<file path="config.mk">
export PLATFORM = sky130hd
export DESIGN_NAME = uart_rx_sampler
export DESIGN_NICKNAME = d
export VERILOG_FILES = /design/src/rtl/uart_rx_pkg.sv /design/src/rtl/uart_rx_sampler.sv
export SDC_FILE = /design/constraint.sdc
export NUM_CORES = 1
export LEC_CHECK = 0
export CORE_UTILIZATION = 46
export CTS_BUF_LIST = sky130_fd_sc_hd__clkbuf_16
export CTS_CLUSTER_SIZE = 30
export DETAILED_ROUTE_END_ITERATION = 12
export GPL_TIMING_DRIVEN = 1
export HOLD_SLACK_MARGIN = 0.05
export PLACE_DENSITY = 0.72
export SLEW_MARGIN = 30
export SYNTH_ARGS = -nofsm -noshare
export SYNTH_HDL_FRONTEND = slang
export SYNTH_SLANG_ARGS = --single-unit
export TNS_END_PERCENT = 100
</file>
<file path="constraint.sdc">
create_clock -name clk -period 4.22 [get_ports clk]
set_input_delay 0.633 -clock clk [delete_from_list [all_inputs] [get_ports clk]]
set_output_delay 0.633 -clock clk [all_outputs]
set_load 0.005 [all_outputs]
</file>
<file path="src/rtl/uart_rx_pkg.sv">
// uart_rx_pkg: FSM states, parity types and line-level constants shared by the UART RX frame checker
package uart_rx_pkg;
    typedef enum logic [2:0] {IDLE, START, DATA, PARITY, STOP, BREAK} rx_state_e;
    typedef enum logic {EVEN = 1'b0, ODD = 1'b1} par_typ_e;
    localparam logic START_BIT    = 1'b0;
    localparam logic STOP_BIT     = 1'b1;
    localparam logic IDLE_LVL     = 1'b1;
    localparam int   MIN_PRESCALE = 4;
endpackage

</file>
<file path="src/rtl/uart_rx_sampler.sv">
// uart_rx_sampler: oversample edge counter and mid-bit sampler; define UART_RX_MAJORITY_VOTE_EN for 2-of-3 voting
module uart_rx_sampler
    import uart_rx_pkg::*;
#(
    parameter int PRESCALE_W = 6
) (
    input  logic                  clk,
    input  logic                  rst,
    input  logic                  tick,
    input  logic                  clr,
    input  logic                  rx_in,
    input  logic [PRESCALE_W-1:0] p,
    output logic                  bit_rdy,
    output logic                  bit_done,
    output logic                  bit_val
);
    logic [PRESCALE_W-1:0] edge_cnt, half;
    logic                  s_mid, bit_q, bit_now;

    assign half     = p >> 1;
    assign bit_rdy  = tick && edge_cnt == half + PRESCALE_W'(1);
    assign bit_done = tick && edge_cnt == p - PRESCALE_W'(1);
    // the resolved value is usable on its own resolution tick, which matters when it is also the bit end (P=4)
    assign bit_val  = bit_rdy ? bit_now : bit_q;

`ifdef UART_RX_MAJORITY_VOTE_EN
    logic s_lo;
    assign bit_now = (s_lo & s_mid) | (s_lo & rx_in) | (s_mid & rx_in);
    // early sample, one oversample before mid-bit
    always_ff @(posedge clk) begin
        if (rst) s_lo <= IDLE_LVL;
        else if (tick && edge_cnt == half - PRESCALE_W'(1)) s_lo <= rx_in;
    end
`else
    assign bit_now = s_mid;
`endif

    // edge counter wraps at bit end; clr realigns it when the stop bit resolves early
    always_ff @(posedge clk) begin
        if (rst) begin
            edge_cnt <= '0;
            s_mid    <= IDLE_LVL;
            bit_q    <= IDLE_LVL;
        end else begin
            if (clr || bit_done) edge_cnt <= '0;
            else if (tick) edge_cnt <= edge_cnt + PRESCALE_W'(1);
            if (tick && edge_cnt == half) s_mid <= rx_in;
            if (bit_rdy) bit_q <= bit_now;
        end
    end
endmodule

</file>
Word level (Yosys, flattened, before mapping)
Cells that the tools add are included.
Cells by class
  equal/unequal tests: 3
  reductions and logical operators: 5
  mux-type cells: 1
  add/sub/neg operators: 3
Operators by type and width (number)
  6-bit == test: 2
  5-bit by 1-bit adder with 6-bit output, second input constant: 1
  6-bit by 1-bit adder with 6-bit output, second input constant: 1
  6-bit by 5-bit == test with 1-bit output: 1
  6-bit by 1-bit subtractor with 6-bit output, second input constant: 1
  1-bit logical AND: 3
  2-bit OR reduction: 1
  1-bit logical OR: 1
  1-bit 2-to-1 mux: 1
Word-level totals
  bits of input ports: 11
  flip-flop bits (word level): 8
  output and inout port bits: 3

Logic depth before layout (Yosys ltp)
Gate-level depths: netlist of run 1.
  depth after elaboration: 5
  gate-level depth with buffers: 9

Worst setup path after synthesis of run 1
Ideal clock, no wire load.
  path kind: input to output
  from: in p[2]
  to: out bit_val
  arrival time: 2.063 ns
  cell stages on the path: 7
  path buffers: 1
  path slack: 1.524 ns
  required time: 3.587 ns
  path through: clkbuf_2 inv_1 ha_1 xnor2_1 nand3_1 nor4_4 mux2_4
On the way
  longest elaborated chain between the ends: 4
RTL lines
  start: declaration: line uart_rx_sampler.sv:12  | input logic [PRESCALE_W-1:0] p,
  5-bit by 1-bit adder with 6-bit output: line uart_rx_sampler.sv:21  | assign bit_rdy = tick && edge_cnt == half + PRESCALE_W'(1);
  6-bit == test: line uart_rx_sampler.sv:21
  1-bit logical AND: line uart_rx_sampler.sv:21
  via bit_rdy: line uart_rx_sampler.sv:13  | output logic bit_rdy,
  1-bit 2-to-1 mux
  end: declaration: line uart_rx_sampler.sv:15  | output logic bit_val
The timed path passes the listed nets, and every way through them passes these cells.

Final worst setup path of run 1
  from: in p[2]
  to: out bit_val
On the way
  longest elaborated chain between the ends: 4
RTL lines (line)
  5-bit by 1-bit adder with 6-bit output: uart_rx_sampler.sv:21
  6-bit == test: uart_rx_sampler.sv:21
  1-bit logical AND: uart_rx_sampler.sv:21
  1-bit 2-to-1 mux
Every way passes these cells.

==> results of run 1 <==
[power groups by stage]
| stage | clock (mW) | sequential (mW) | combinational [mW] |
|---|---|---|---|
| 2_1_floorplan | 0 | 0.0788 | 0.0293 |
| 3_3_place_gp | 0 | 0.0794 | 0.0423 |
| 3_5_place_dp | 0 | 0.0794 | 0.0431 |
| 4_1_cts | 0.159 | 0.0783 | 0.0435 |
| 5_1_grt | 0.164 | 0.0783 | 0.0479 |
| 6_report | 0.155 | 0.0783 | 0.0432 |
[cell type report]
type,count,area (um2),area share (%)
Clock buffer,3,75.07,8.065
Tap cell,16,20.02,2.151
Inverter,3,11.26,1.210
Multi-Input combinational cell,66,534.3,57.39
Sequential cell,8,160.2,17.20
Timing Repair Buffer,13,130.1,13.98
[cells by family after synthesis]
logic type | synth area share, %
AO/OA/AOI/OAI | 2.313
XOR/XNOR | 27.27
adder cells (fa/ha/maj) | 6.612
buffers and inverters | 8.262
flip-flops | 21.16
multiplexers | 5.950
AND/OR/NAND/NOR | 28.43
[placed cells by master (no fill, tap or decap), drive strengths merged]
cell,synthesis,layout
mux2,1,1
and3b,1,1
nand3,3,3
mux2i,3,3
nor4b,1,1
or3,2,2
clkdlybuf4s50,0,13
o21ai,1,1
nor3b,2,2
nand4b,1,1
xnor3,1,1
and3,1,1
nand2b,2,2
a31oi,1,1
dfxtp,8,8
and2,1,1
nand4,3,3
ha,4,4
nor4,2,2
and4b,1,1
inv,3,3
nand2,2,2
clkbuf,2,3
xor2,10,10
nor2,12,12
xnor2,11,11
[worst min-delay path: cells and delay by family, from the launching register on]
family           cells  cell delay (ns)
DFF                  1             0.30
and+or+nand+nor      1             0.08
muxes                1             0.07
[worst max path at each step]
stage	start	end	slack (ns)
5_1_grt	p[2]	bit_val	0.41
3_5_place_dp	p[2]	bit_val	0.53
2_1_floorplan	p[2]	bit_val	1.52
6_report	p[2]	bit_val	0.51
4_1_cts	p[2]	bit_val	0.51
3_3_place_gp	p[2]	bit_val	0.56
[layer usage]
| layer | global-route usage (%) | up-vias | wire length (um) |
|---|---|---|---|
| li1 | - | 301 | - |
| met1 | 21.67 | 270 | 675 |
| met2 | 30.15 | 9 | 669 |
| met3 | 3.879 | 3 | 36 |
| met4 | 9.375 | 0 | 26 |
| met5 | 0 | - | 0 |
[state kept, by name, summed over array words and instances, names as in the netlist]
| signal | cells |
|---|---|
| edge_cnt | 6 |
| bit_now | 1 |
| bit_q | 1 |
[metrics by stage]
stage               instance area, um2  std cells  hold slack, ns  setup WS (ns)  total power, mW
floorplan                        757.0         84          0.4687          1.524           0.1081
global placement                 855.8        106          0.4964         0.5560           0.1217
detailed placement               855.8        106          0.4977         0.5256           0.1225
CTS                              930.9        109          0.5035         0.5098           0.2805
global route                     930.9        109          0.5505         0.4088           0.2906
finish                           930.9        109          0.5032         0.5064           0.2764
==> results.json, run 1 <==
{
  "status": "completed",
  "crit_fanout": 7,
  "synth_cell_types": 30,
  "worst_pin_slew_ns": 0.4302,
  "r2r-start": "edge_cnt[2]",
  "cpLargestDelayFamily": "buffers and inverters",
  "clk_latency_ns": 0.23,
  "firstDrtPassIters": 2,
  "r2r_slack_ns": 2.49,
  "dpl.hpwl_um": 1061,
  "crit_slowest_cell": "clkdlybuf4s50_1",
  "avgRoutedWirePerCell_um": 12.92,
  "diodes": 0,
  "synthTopCellsByArea": "dfxtp_1 (21%), xnor2_1 (13%), xor2_1 (12%)",
  "fin_nets": 110,
  "cts_root_buf": "clkbuf_16",
  "rows": 14,
  "cp.arrival_ns": 3.08,
  "path_class": "in2out",
  "synth_area_leader_cell": "dfxtp_1",
  "wl_um": 1408,
  "die-area_um2": 1812,
  "synth_top_cell_area_share_pct": 21.16,
  "required_ns": 3.59,
  "portBuffers": 13,
  "cap_violations": 0,
  "gp_congestion": 0.7576,
  "timing.final.crit_share_pct": 88.00,
  "switching_share_pct": 19.87,
  "io_pins": 14,
  "via_count": 583,
  "layout-drive-gt1-share_pct": 8.602,
  "start_util_pct": 49.67,
  "die_h_um": 42.57,
  "max_freq_mhz": 269.3,
  "min_path_cells": 2,
  "overflow": 0,
  "cts_tree": "done",
  "clk_pin_slew_ns": 0.03,
  "finish.utilization_pct": 61.08,
  "hp-class": "reg2reg",
  "slowest_delay_ns": 0.62,
  "p_leak_nw": 0.3657,
  "grt_use_total_pct": 18.14,
  "slew_viol_final": 0,
  "ys_warn_count": 0,
  "max_slew_margin_pct": 71.23,
  "synth-async-reset-ratio_pct": 0,
  "numCtsBuffers": 3,
  "drc": 0,
  "setup_violations": 0,
  "reg2reg_to": "edge_cnt[3]",
  "synth-edff-count": 0,
  "crit_buf_inv": 3,
  "power_density_nw_per_um2": 296.9,
  "endpoint_kind": "output port",
  "seqPwrFrac_pct": 28.3,
  "worstPathCellList": "clkdlybuf4s50_1 > inv_1 > ha_1 > xnor2_1 > nand3_1 > nor4_4 > mux2_4 > clkdlybuf4s50_1",
  "hold_buffers": 0,
  "vias_per_cell": 5.349,
  "rsz0062_at_grt": "no",
  "ir_worst_vdd_v": 0.0002664,
  "grt_pass1_vias": 595,
  "power_frac_comb_pct": 15.6,
  "cts.htree.levels": 1,
  "core-area_um2": 1524,
  "internal-power_mw": 0.2215,
  "ant_nets": 0,
  "min-delay-start": "bit_q",
  "first_iter_violations": 4,
  "antenna_found_initial": 0,
  "ys_ff_latch": 8,
  "fin_skew_ns": 0.001204,
  "synth_nets": 99,
  "yosys_most_used_dff": "dfxtp_1",
  "syn_to_final_growth_pct": 22.98,
  "yosysSeqAreaShare_pct": 21.16,
  "post_cts_resized": 0,
  "clockBufferDepth": 2,
  "finalSetupTns_ns": 0,
  "syn-instance-count": 84,
  "post_cts_buffers": 0,
  "synth_area_um2": 757.0,
  "period_minus_slack_ns": 3.714,
  "cp_num_cells": 8,
  "nFillCells": 141,
  "min_to": "bit_q",
  "syn_avg_cell_area_um2": 9.012,
  "die_x_um": 42.57,
  "grt_max_degree": 11,
  "clock_sinks": 8,
  "worstRegToRegCells": 5,
  "cp_common_cell": "clkdlybuf4s50_1",
  "startpoint_type": "primary input",
  "report.final.hold_viol_count": 0,
  "synthTopCellsByCount": "nor2_1 (12), xnor2_1 (11), xor2_1 (10)",
  "p_switching_mw": 0.05492,
  "pwr-share-clk_pct": 56.0,
  "synth.most_common_cell": "nor2_1",
  "grt_pass1_wl_um": 2435
}
Power figures use the tool's default switching activity.
==> run 2, diff against run 1 <==
--- a/config.mk
+++ b/config.mk
@@ -7,7 +7,6 @@
 export LEC_CHECK = 0
 export CORE_UTILIZATION = 46
 export CTS_BUF_LIST = sky130_fd_sc_hd__clkbuf_16
-export CTS_CLUSTER_SIZE = 30
 export DETAILED_ROUTE_END_ITERATION = 12
 export GPL_TIMING_DRIVEN = 1
 export HOLD_SLACK_MARGIN = 0.05
==> results of run 2 <==
Final layout, timing and power as in run 1 (identical DEF).
